[src/rtl/waveform_gen_pkg.sv]
// Shared types and constants for the waveform generator and its measurement block.
package waveform_gen_pkg;

    localparam int LUT_WIDTH       = 8;
    localparam int METER_CNT_WIDTH = 16;

    typedef enum logic [1:0] {
        IDLE    = 2'd0,
        FLAT    = 2'd1,
        RISING  = 2'd2,
        FALLING = 2'd3
    } dir_state_t;

endpackage

[src/rtl/waveform_dir_detect.sv]
// Direction tracker for the sample stream; o_detect flags a rising-to-falling turn
// combinationally on the cycle the turning sample is accepted.
module waveform_dir_detect
    import waveform_gen_pkg::*;
#(
    parameter int DATA_WIDTH = LUT_WIDTH
) (
    input  logic                         i_clk,
    input  logic                         i_rst,
    input  logic                         i_clear,
    input  logic signed [DATA_WIDTH-1:0] i_sample,
    input  logic                         i_valid,
    output logic                         o_detect
);

    dir_state_t                   r_state;
    dir_state_t                   w_state_next;
    logic signed [DATA_WIDTH-1:0] r_prev;
    logic                         w_gt;
    logic                         w_lt;

    assign w_gt = (i_sample > r_prev);
    assign w_lt = (i_sample < r_prev);

    // State and previous-sample registers; only accepted samples advance them.
    always_ff @(posedge i_clk or posedge i_rst) begin
        if (i_rst) begin
            r_state <= IDLE;
            r_prev  <= {DATA_WIDTH{1'b0}};
        end else if (i_clear) begin
            r_state <= IDLE;
            r_prev  <= {DATA_WIDTH{1'b0}};
        end else if (i_valid) begin
            r_state <= w_state_next;
            r_prev  <= i_sample;
        end
    end

    // Next-state and detect decode; equal samples always hold the state.
    always_comb begin
        w_state_next = r_state;
        o_detect     = 1'b0;
        if (i_valid) begin
            case (r_state)
                IDLE: w_state_next = FLAT;
                FLAT: begin
                    if (w_gt) begin
                        w_state_next = RISING;
                    end else if (w_lt) begin
                        w_state_next = FALLING;
                    end else begin
                        w_state_next = FLAT;
                    end
                end
                RISING: begin
                    if (w_lt) begin
                        o_detect     = 1'b1;
                        w_state_next = FALLING;
                    end else begin
                        w_state_next = RISING;
                    end
                end
                FALLING: begin
                    if (w_gt) begin
                        w_state_next = RISING;
                    end else begin
                        w_state_next = FALLING;
                    end
                end
                default: w_state_next = IDLE;
            endcase
        end else begin
            w_state_next = r_state;
        end
    end

endmodule

[src/rtl/waveform_meter.sv]
// Peak-to-peak period and per-period min/max meter for a signed sample stream.
// Amplitude tracking is built only when WAVEFORM_METER_AMP_EN is defined.
module waveform_meter
    import waveform_gen_pkg::*;
#(
    parameter int DATA_WIDTH = LUT_WIDTH,
    parameter int CNT_WIDTH  = METER_CNT_WIDTH
) (
    input  logic                         clk,
    input  logic                         rst,
    input  logic                         clear_i,
    input  logic signed [DATA_WIDTH-1:0] sample_i,
    input  logic                         sample_valid_i,
    output logic                         meas_valid_o,
    output logic        [CNT_WIDTH-1:0]  period_o,
    output logic        [DATA_WIDTH-1:0] amp_max_o,
    output logic        [DATA_WIDTH-1:0] amp_min_o,
    output logic                         peak_o,
    output logic                         overflow_o
);

    localparam logic [CNT_WIDTH-1:0] CNT_ONE     = {{(CNT_WIDTH-1){1'b0}}, 1'b1};
    localparam logic [CNT_WIDTH-1:0] CNT_MAX     = {CNT_WIDTH{1'b1}};
    localparam logic [CNT_WIDTH-1:0] CNT_PRE_SAT = CNT_MAX - CNT_ONE;

    logic                 w_accept;
    logic                 w_detect;
    logic                 w_cnt_sat;
    logic                 w_meas;
    logic [CNT_WIDTH-1:0] r_cnt;
    logic [CNT_WIDTH-1:0] r_period;
    logic                 r_armed;
    logic                 r_peak;
    logic                 r_meas_valid;
    logic                 r_overflow;

    // A clear in the same cycle discards the sample.
    assign w_accept  = sample_valid_i & ~clear_i;
    assign w_cnt_sat = (r_cnt == CNT_MAX);
    assign w_meas    = w_accept & w_detect & r_armed & ~w_cnt_sat;

    waveform_dir_detect #(
        .DATA_WIDTH (DATA_WIDTH)
    ) u_dir (
        .i_clk    (clk),
        .i_rst    (rst),
        .i_clear  (clear_i),
        .i_sample (sample_i),
        .i_valid  (w_accept),
        .o_detect (w_detect)
    );

    // Period counter, arming and registered period/pulse/overflow outputs.
    always_ff @(posedge clk or posedge rst) begin
        if (rst) begin
            r_cnt        <= {CNT_WIDTH{1'b0}};
            r_period     <= {CNT_WIDTH{1'b0}};
            r_armed      <= 1'b0;
            r_peak       <= 1'b0;
            r_meas_valid <= 1'b0;
            r_overflow   <= 1'b0;
        end else if (clear_i) begin
            r_cnt        <= {CNT_WIDTH{1'b0}};
            r_period     <= {CNT_WIDTH{1'b0}};
            r_armed      <= 1'b0;
            r_peak       <= 1'b0;
            r_meas_valid <= 1'b0;
            r_overflow   <= 1'b0;
        end else begin
            r_peak       <= 1'b0;
            r_meas_valid <= 1'b0;
            if (w_accept) begin
                if (w_detect) begin
                    r_peak  <= 1'b1;
                    r_cnt   <= {CNT_WIDTH{1'b0}};
                    r_armed <= 1'b1;
                    if (w_meas) begin
                        r_meas_valid <= 1'b1;
                        r_period     <= r_cnt + CNT_ONE;
                    end
                end else begin
                    if (!w_cnt_sat) begin
                        r_cnt <= r_cnt + CNT_ONE;
                    end
                    if (r_cnt == CNT_PRE_SAT) begin
                        r_overflow <= 1'b1;
                    end
                end
            end
        end
    end

    assign meas_valid_o = r_meas_valid;
    assign period_o     = r_period;
    assign peak_o       = r_peak;
    assign overflow_o   = r_overflow;

`ifdef WAVEFORM_METER_AMP_EN
    logic signed [DATA_WIDTH-1:0] r_run_max;
    logic signed [DATA_WIDTH-1:0] r_run_min;
    logic signed [DATA_WIDTH-1:0] r_amp_max;
    logic signed [DATA_WIDTH-1:0] r_amp_min;
    logic signed [DATA_WIDTH-1:0] w_max_incl;
    logic signed [DATA_WIDTH-1:0] w_min_incl;

    // Running extremes including the current sample.
    always_comb begin
        w_max_incl = r_run_max;
        w_min_incl = r_run_min;
        if (sample_i > r_run_max) begin
            w_max_incl = sample_i;
        end else begin
            w_max_incl = r_run_max;
        end
        if (sample_i < r_run_min) begin
            w_min_incl = sample_i;
        end else begin
            w_min_incl = r_run_min;
        end
    end

    // Running max/min restart from the detecting sample after every detection.
    always_ff @(posedge clk or posedge rst) begin
        if (rst) begin
            r_run_max <= {DATA_WIDTH{1'b0}};
            r_run_min <= {DATA_WIDTH{1'b0}};
            r_amp_max <= {DATA_WIDTH{1'b0}};
            r_amp_min <= {DATA_WIDTH{1'b0}};
        end else if (clear_i) begin
            r_run_max <= {DATA_WIDTH{1'b0}};
            r_run_min <= {DATA_WIDTH{1'b0}};
            r_amp_max <= {DATA_WIDTH{1'b0}};
            r_amp_min <= {DATA_WIDTH{1'b0}};
        end else if (w_accept) begin
            if (w_detect) begin
                if (w_meas) begin
                    r_amp_max <= w_max_incl;
                    r_amp_min <= w_min_incl;
                end
                r_run_max <= sample_i;
                r_run_min <= sample_i;
            end else begin
                r_run_max <= w_max_incl;
                r_run_min <= w_min_incl;
            end
        end
    end

    assign amp_max_o = r_amp_max;
    assign amp_min_o = r_amp_min;
`else
    assign amp_max_o = {DATA_WIDTH{1'b0}};
    assign amp_min_o = {DATA_WIDTH{1'b0}};
`endif

endmodule

[config.mk]
export PLATFORM = sky130hd
export DESIGN_NAME = waveform_meter
export DESIGN_NICKNAME = d
export VERILOG_FILES = /design/src/rtl/waveform_gen_pkg.sv /design/src/rtl/waveform_dir_detect.sv /design/src/rtl/waveform_meter.sv
export SDC_FILE = /design/constraint.sdc
export NUM_CORES = 1
export LEC_CHECK = 0
export CORE_MARGIN = 5
export CORE_UTILIZATION = 45
export CTS_CLUSTER_DIAMETER = 30
export DETAILED_ROUTE_END_ITERATION = 16
export GPL_TIMING_DRIVEN = 0
export MAX_ROUTING_LAYER = met4
export PLACE_DENSITY = 0.7
export SLEW_MARGIN = 20
export SYNTH_ARGS = -nofsm -noshare
export SYNTH_HDL_FRONTEND = slang
export SYNTH_SLANG_ARGS = --single-unit
export TNS_END_PERCENT = 100
[constraint.sdc]
create_clock -name clk -period 3.1 [get_ports clk]
set_input_delay 0.62 -clock clk [delete_from_list [all_inputs] [get_ports clk]]
set_output_delay 0.62 -clock clk [all_outputs]
set_load 0.05 [all_outputs]
======== After elaboration in Yosys (flattened, before gate mapping) ========
Index checks and enable logic that the tools add are counted.
word-level totals
  output and inout port bits .............. 35
  memories ................................ 0
  bits in latches ......................... 0
  word-level logic and storage cells ...... 67
  flip-flop bits (word level) ............. 46
  bits in read-only memories .............. 0
  bits in writable memories ............... 0
operators by class
  reduce and logical (&&, ||, !) cells .... 9
  add/sub/neg operators ................... 1
  magnitude comparators ................... 2
  shift-type cells ........................ 0
  mux-type cells .......................... 34
  equality and inequality tests ........... 7
  bitwise gates (word level) .............. 6
  divide/modulo/power cells ............... 0
  $mul .................................... 0
operator list
  cell                                                              number
  16-bit two-way mux                                                8
  16-bit == test (second input constant)                            2
  1-bit two-way mux                                                 19
  16-bit by 1-bit adder with 16-bit output (second input constant)  1
  8-bit two-way mux                                                 2
  8-bit > comparator                                                1
  8-bit less-than comparator                                        1
  2-bit two-way mux                                                 4
  2-bit case mux with 4 select lines                                1
  2-bit nonzero test                                                4
  3-bit AND reduction                                               2
  1-bit AND                                                         4
  2-bit == test (second input constant)                             2
  2-bit AND reduction                                               2
  3-bit != test (second input constant)                             1
  2-bit by 1-bit == test with 1-bit output (second input constant)  1
  2-bit logical NOT                                                 1
  2-bit != test (second input constant)                             1
  1-bit NOT                                                         2

======== Logic depth before layout (Yosys ltp) ========
Gate-level depths: netlist of the first run.
  word-level depth ........................ 11
  gate-level depth with buffers ........... 10
  gate-level depth less buffers ........... 9

======== By module ========
From an unflattened synthesis of the first run, not the netlist that was laid out.
second synthesis, totals
  cell total of the unflattened synthesis .. 279
  area, all modules ....................... 2705.1 sq um
by module, submodules not included
  module               cells an instance  seq. area each (sq um)  area each (sq um)  times used
  waveform_meter       209                900.9                   2028.2             1
  waveform_dir_detect  70                 250.2                   676.9              1

======== Worst setup path after synthesis of the first run ========
No wires, ideal clock.
  path type ............................... input port to flip-flop
  start ................................... in sample_i[7]
  end ..................................... reg r_period[6] (netlist: period_o[6])
  data required time ...................... 2.951 ns
  stages on the path ...................... 8
  slack ................................... 0.756 ns
  library setup time ...................... 0.149 ns
  arrival time ............................ 2.196 ns
  cell sequence ........................... ha_1 nand4_2 a211o_1 a211oi_2 nor2_4 nor2_4 buf_6 a211oi_1
on the way
  cells in the longest elaborated chain, start to end .. 9
  elaborated cells on any way between the ends .. 10
  those cells by class .................... order compare (1); mux (3); bitwise (3); reduce/logical (3)
RTL lines
  what                                      RTL line                   source
  from (decl)                               waveform_meter.sv:12       input logic signed [DATA_WIDTH-1:0] sample_i,
  8-bit less-than comparator (*)            waveform_dir_detect.sv:23  assign w_lt = (i_sample < r_prev);
  1-bit two-way mux (*)                     waveform_dir_detect.sv:56  if (w_lt) begin
  1-bit two-way mux (*)                     waveform_dir_detect.sv:44  case (r_state)
  1-bit two-way mux (*)                     waveform_dir_detect.sv:43  if (i_valid) begin
  1-bit AND (3 in series)                   waveform_meter.sv:40       assign w_meas = w_accept & w_detect & r_armed & ~w_cnt_sat;
  2-bit nonzero test (no source line)       n/a
  3-bit AND reduction (no source line) (*)  n/a
  to (signal assigned)                      waveform_meter.sv:57       r_period <= {CNT_WIDTH{1'b0}};
  to (signal assigned)                      waveform_meter.sv:64       r_period <= {CNT_WIDTH{1'b0}};
  to (signal assigned)                      waveform_meter.sv:79       r_period <= r_cnt + CNT_ONE;
  to (decl)                                 waveform_meter.sv:31       logic [CNT_WIDTH-1:0] r_period;
Mark *: on every way between the ends. The rest lies on a longest branch, timed or not.
A chain may end at the register's enable or synchronous reset.

======== Final worst setup path of the first run ========
Same ends and word-level chain as after synthesis.

==> impl_metrics.json, run 1 <==
{
  "status": "completed",
  "rr_endpoint": "period_o[6]$_DFFE_PP0P_",
  "dp.cells": 398,
  "netlist_instances": 278,
  "vias_per_cell": 5.101,
  "hold_viol": 0,
  "irDropWorstVdd_mv": 0.1670,
  "synthArstFlopShare_pct": 100.0,
  "grt_pass1_wl_um": 9660,
  "final_cells": 406,
  "coreArea_sq_um": 5921,
  "cts_setup_buffers": 0,
  "grt_use_total_pct": 16.36,
  "yosys_warnings": 0,
  "tns_ps": 0,
  "root_buffer": "clkbuf_8",
  "rsz0062_at_grt": "false",
  "cts.sink_count": 46,
  "die_w_um": 88.11,
  "n_antenna_cell": 0,
  "die-area_sq_um": 7762,
  "gp_congestion": 0.9012,
  "max_freq_ghz": 0.3621,
  "design_area_sq_um": 3304,
  "yosysUniqueCellTypes": 46,
  "initial_core_util_pct": 46.37,
  "min_period_over_period_pct": 89.10,
  "reg2reg_from": "u_dir.r_prev[7]$_DFFE_PP0P_",
  "cts_tree": "built",
  "setup_viol": 0,
  "hold_slack_ps": 528.0,
  "tightestPinTransition_ps": 681.8,
  "reg2regPathDepth": 9,
  "path_clk_slew_ps": 90,
  "crit_required_ps": 3250,
  "htreeDepth": 2,
  "slew_headroom_pct": 54.54,
  "critPathCapture": "period_o[6]$_DFFE_PP0P_",
  "synth_edf_count": 0,
  "dpl-instance-area_sq_um": 3213,
  "crit_start": "sample_i[7]",
  "cts_max_path_buffers": 2,
  "critPathMaxFanout": 10,
  "final_common_cell": "dfrtp_1",
  "remaining_drc_errors": 0,
  "slew_violations": 0,
  "antenna_found_initial": 0,
  "ioPinCount": 47,
  "grt_max_degree": 25,
  "netlist_area_sq_um": 2745,
  "synth_seq_area_share_pct": 41.93,
  "die_h_um": 88.11,
  "ant_nets": 0,
  "synth_seq_cells": 46,
  "ys_top_cells_by_area": "dfrtp_1 (42%), xnor2_1 (5.4%), nor2_1 (4.6%)",
  "cp-start-kind": "input pin",
  "hold_buffers": 0,
  "cts_buffers": 5,
  "power_density_nw_per_um2": 360.2,
  "wl_um": 5795,
  "worstPathArrival_ps": 2920,
  "io_buffers": 29,
  "synth_top_area_cell": "dfrtp_1",
  "hold_path.class": "reg2reg",
  "layout_common_cells": "dfrtp_1 (46), nor2_1 (34), clkdlybuf4s50_1 (29)",
  "area_growth_pct": 20.37,
  "clk_latency_ps": 300,
  "max-cap-violations": 0,
  "cp-end-kind": "flop",
  "dp_hpwl_um": 4382,
  "nNetsFinal": 352,
  "min_period_ps": 2762,
  "rows": 28,
  "yosys_most_used_dff": "dfrtp_1",
  "grt_pass1_vias": 2073,
  "postSynthAreaPerCell_sq_um": 9.875,
  "p_leak_nw": 1.411,
  "drive_gt1_share_pct": 17.22,
  "fin_skew_ps": 8.208,
  "critical_path_class": "in2reg",
  "cts_resized": 0,
  "avgRoutedWirePerCell_um": 14.27,
  "netlist.area_leader.share_pct": 41.93,
  "rrSetupSlack_ps": 720,
  "overflow": 0,
  "drtIter0Drc": 84,
  "vias": 2071,
  "drt_first_pass_iters": 4
}
## cells by family after synthesis
logic type | after synthesis | synth area share (%)
XOR/XNOR | 26 | 8.295
other | 1 | 0.1366
AND/OR/NAND/NOR | 95 | 18.09
multiplexers | 9 | 3.327
adder cells (fa/ha/maj) | 10 | 4.558
AO/OA/AOI/OAI | 50 | 13.90
buffers and inverters | 41 | 9.754
flip-flops | 46 | 41.93
## routing by layer
metal  vias to the layer above  share of wire [%]  GRT usage [%]
met5                         -                  0              -
met4                         0               0.50          3.022
met3                         4                4.7          3.951
met2                        41                 50          27.88
met1                      1001                 45          19.95
li1                       1025                  -              -
## registers in the layout, indices dropped and copies added (netlist names)
name,flops
meas_valid_o,1
overflow_o,1
peak_o,1
period_o,16
r_armed,1
r_cnt,16
u_dir.r_prev,8
u_dir.r_state,2
## final cells by class
| cell class | instances | area [sq um] |
|---|---|---|
| clock buffer | 7 | 86.33 |
| clock inverter | 1 | 5.005 |
| sequential | 46 | 1151 |
| inverter | 12 | 50.05 |
| buffer | 29 | 217.7 |
| multi-input combinational | 206 | 1383 |
| timing repair buffer | 30 | 317.8 |
| fill | 537 | 2616 |
| tap | 75 | 93.84 |
## report_power, final
part	internal (W)	switching, W
registers	0.000611	0.0000106
logic	0.0000711	0.000119
clock network	0.000180	0.000199
## cell usage after synthesis, types with 2 or more instances
cell and instances:
a211oi_1 11, a211oi_2 8, a21oi_1 14, a21oi_2 7, and2_1 5, and3_1 6, and4_1 3, buf_2 2
buf_4 16, buf_6 4, clkbuf_1 5, dfrtp_1 46, ha_1 10, inv_1 11, mux2i_1 8, nand2_1 16
nand2b_1 2, nand3_1 6, nand4_1 3, nor2_1 34, nor2_2 2, nor2_4 2, nor3_1 7, o21ai_0 3
or3_1 2, xnor2_1 17, xor2_1 9
## per-stage QoR
stage	setup WS (ps)	total power [W]	util (%)
after floorplan	755.9	0.0007774	-
after global placement	40.34	0.0008155	53.80
after detailed placement	16.26	0.0008237	54.27
after CTS	333.1	0.001202	55.81
after global routing	201.3	0.001249	55.81
final	338.0	0.001190	55.81
## how the worst min path moves through the flow
stage,start,end,slack (ps),depth (start not counted)
finish,u_dir.r_prev[2]$_DFFE_PP0P_,u_dir.r_prev[2]$_DFFE_PP0P_,530,2
global route,u_dir.r_prev[2]$_DFFE_PP0P_,u_dir.r_prev[2]$_DFFE_PP0P_,570,2
CTS,u_dir.r_prev[2]$_DFFE_PP0P_,u_dir.r_prev[2]$_DFFE_PP0P_,540,2
detailed placement,u_dir.r_prev[2]$_DFFE_PP0P_,u_dir.r_prev[2]$_DFFE_PP0P_,510,2
global placement,r_armed$_DFFE_PP0P_,r_armed$_DFFE_PP0P_,500,2
floorplan,r_armed$_DFFE_PP0P_,r_armed$_DFFE_PP0P_,480,2
## worst max-delay path: stages
cell and delay (ps):
clkdlybuf4s50_1 440, ha_1 390, nand4_2 170, a211o_1 310, a211oi_2 330, nor2_4 120, nor2_4 250, buf_6 200
a211oi_1 80
No activity file was read; power rests on OpenSTA's default activity.
==> run 2, diff against run 1 <==
--- a/config.mk
+++ b/config.mk
@@ -5,6 +5,7 @@
 export SDC_FILE = /design/constraint.sdc
 export NUM_CORES = 1
 export LEC_CHECK = 0
+export ABC_AREA = 1
 export CORE_MARGIN = 5
 export CORE_UTILIZATION = 45
 export CTS_CLUSTER_DIAMETER = 30
==> run 2 against run 1 <==
  * Routed wire length rose by 7.4%
  * Count of clock-buffer cells in the layout fell by 1
  * Synthesized area fell by 0.82%
  * Global-route usage rose by 1.8 points
  * Sequential cell count did not move
  * First-iteration DRC count rose by 55%
  * Final area rose by 0.64%
  * Via count rose by 16%
  * Largest power group unchanged
==> impl_metrics.json, run 2 <==
{
  "status": "completed",
  "slew_violations": 0,
  "die_h_um": 87.79,
  "synthArstFlopShare_pct": 100.0,
  "rr_endpoint": "r_cnt[10]$_DFFE_PP0P_",
  "layout_common_cells": "nand2_1 (110), dfrtp_1 (46), nor2_1 (39)",
  "min_period_ps": 2419,
  "area_growth_pct": 22.15,
  "vias": 2397,
  "tightestPinTransition_ps": 512.2,
  "critPathCapture": "r_cnt[10]$_DFFE_PP0P_",
  "reg2regPathDepth": 11,
  "gp_congestion": 0.9025,
  "coreArea_sq_um": 5886,
  "initial_core_util_pct": 46.26,
  "cp-start-kind": "input pin",
  "synth_top_area_cell": "dfrtp_1",
  "grt_pass1_vias": 2244,
  "die-area_sq_um": 7706,
  "reg2reg_from": "u_dir.r_prev[5]$_DFFE_PP0P_",
  "nNetsFinal": 434,
  "cts_tree": "built",
  "power_density_nw_per_um2": 410.9,
  "critical_path_class": "in2reg",
  "setup_viol": 0,
  "p_leak_nw": 1.633,
  "drt_first_pass_iters": 4,
  "rows": 28,
  "yosys_most_used_dff": "dfrtp_1",
  "hold_viol": 0,
  "io_buffers": 29,
  "yosys_warnings": 0,
  "worstPathArrival_ps": 2660,
  "intPower_w": 0.001022,
  "grt_use_total_pct": 18.21,
  "path_clk_slew_ps": 80,
  "clk_latency_ps": 300,
  "cts_buffers": 5,
  "utilization_pct": 56.51,
  "max_freq_ghz": 0.4133,
  "synth_seq_cells": 46,
  "drive_gt1_share_pct": 10.90,
  "drtIter0Drc": 130,
  "rsz0062_at_grt": "false",
  "crit_start": "sample_i[5]",
  "avgRoutedWirePerCell_um": 12.75,
  "cts_setup_buffers": 0,
  "power_frac_clock_pct": 39.8,
  "cp-end-kind": "flop",
  "crit_required_ps": 3340,
  "overflow": 0,
  "switchingPower_w": 0.0003450,
  "netlist_instances": 360,
  "cts_max_path_buffers": 2,
  "fin_skew_ps": 2.295,
  "htreeDepth": 2,
  "wl_um": 6222,
  "critPathMaxFanout": 10,
  "fill_cells": 563,
  "n_antenna_cell": 0,
  "cts.sink_count": 46,
  "hold_path.class": "reg2reg",
  "die_w_um": 87.79,
  "final_common_cell": "nand2_1",
  "ant_nets": 0,
  "antenna_found_initial": 0,
  "ioPinCount": 47,
  "yosysUniqueCellTypes": 31,
  "netlist.area_leader.share_pct": 42.28,
  "hold_buffers": 0,
  "root_buffer": "clkbuf_8",
  "synthTopCellsByCount": "nand2_1 (110), dfrtp_1 (46), nor2_1 (39)",
  "cts_resized": 0,
  "netlist_area_sq_um": 2723,
  "slew_headroom_pct": 65.74,
  "max-cap-violations": 0,
  "irDropWorstVdd_mv": 0.1971,
  "ys_top_cells_by_area": "dfrtp_1 (42%), nand2_1 (15%), nand3_1 (5.9%)",
  "p_comb_share_pct": 14.5,
  "rrSetupSlack_ps": 1080,
  "tns_ps": 0,
  "grt_pass1_wl_um": 10720,
  "synth_seq_area_share_pct": 42.28,
  "synth_edf_count": 0,
  "grt_max_degree": 32,
  "postSynthAreaPerCell_sq_um": 7.563,
  "p_sw_share_pct": 25.24,
  "vias_per_cell": 4.912,
  "p_seq_share_pct": 45.7,
  "dp_hpwl_um": 4932,
  "synth_most_common_cell": "nand2_1",
  "remaining_drc_errors": 0,
  "min_period_over_period_pct": 78.04
}
[run 2: cell types whose count changed after synthesis, sizes merged, moves of 7 or more]
cell,change
nand2,+99
a211oi,-19
xnor2,-16
mux2i,-8
inv,+19
nand3,+26
nand4,+15
and3,-7
a21oi,-14
o21ai,+11
[run 2: worst min-delay path by stage]
| stage | start | end | slack (ps) | cells past startpoint |
|---|---|---|---|---|
| 2_1_floorplan | u_dir.r_prev[0]$_DFFE_PP0P_ | u_dir.r_prev[0]$_DFFE_PP0P_ | 460 | 2 |
| 3_3_place_gp | u_dir.r_prev[0]$_DFFE_PP0P_ | u_dir.r_prev[0]$_DFFE_PP0P_ | 480 | 2 |
| 3_5_place_dp | period_o[6]$_DFFE_PP0P_ | period_o[6]$_DFFE_PP0P_ | 490 | 2 |
| 4_1_cts | period_o[6]$_DFFE_PP0P_ | period_o[6]$_DFFE_PP0P_ | 510 | 2 |
| 5_1_grt | r_armed$_DFFE_PP0P_ | r_armed$_DFFE_PP0P_ | 530 | 2 |
| 6_report | period_o[14]$_DFFE_PP0P_ | period_o[14]$_DFFE_PP0P_ | 510 | 2 |
[run 2: power groups by stage]
stage / clock (W) / combinational (W) / sequential, W
2_1_floorplan: 0 / 0.000144 / 0.000639
3_3_place_gp: 0 / 0.000191 / 0.000636
3_5_place_dp: 0 / 0.000197 / 0.000637
4_1_cts: 0.000557 / 0.000198 / 0.000625
5_1_grt: 0.000583 / 0.000220 / 0.000627
6_report: 0.000544 / 0.000198 / 0.000625
[run 2: cells by family after synthesis]
family / count (synthesis) / share of synthesized area [%]
xor+xnor: 4 / 1.287
flops: 46 / 42.28
compound gates: 23 / 4.320
simple gates: 216 / 35.39
fa+ha+maj: 10 / 4.596
other cells: 1 / 0.1377
buf+inv: 60 / 11.99
[run 2: final cells by class]
type / instances / area, sq um / share of cell area (%)
tap: 75 / 93.84 / 2.822
multi-input combinational: 269 / 1301 / 39.13
inverter: 31 / 118.9 / 3.574
clock buffer: 6 / 82.58 / 2.483
buffer: 29 / 207.7 / 6.245
clock inverter: 2 / 60.06 / 1.806
timing repair buffer: 30 / 310.3 / 9.330
sequential: 46 / 1151 / 34.61
[run 2: per-layer routing]
| metal | global-route usage, % | routed length (um) |
|---|---|---|
| met1 | 24.57 | 2838 |
| met5 | - | 0 |
| met2 | 28.49 | 2916 |
| met4 | 5.300 | 90 |
| met3 | 2.634 | 376 |
[run 2: critical path: stages]
cell and delay (ps):
clkdlybuf4s50_1 440, ha_1 320, a21oi_1 190, nor2_1 60, nor2_1 130, nand3_1 180
nand3_1 180, buf_4 190, buf_6 150, nand4_1 90, nand2_1 100
[run 2: metrics by stage]
| stage | hold WS [ps] | std cells | setup slack (ps) | power [W] | instance area [sq um] |
|---|---|---|---|---|---|
| after detailed placement | 490.7 | 480 | 381.3 | 0.0008340 | 3183 |
| after CTS | 513.3 | 488 | 686.7 | 0.001380 | 3326 |
| after global placement | 477.9 | 479 | 444.7 | 0.0008272 | 3163 |
| after global routing | 532.7 | 488 | 495.7 | 0.001430 | 3326 |
| after floorplan | 457.0 | 375 | 1054 | 0.0007834 | 2779 |
| final | 505.9 | 488 | 680.6 | 0.001367 | 3326 |
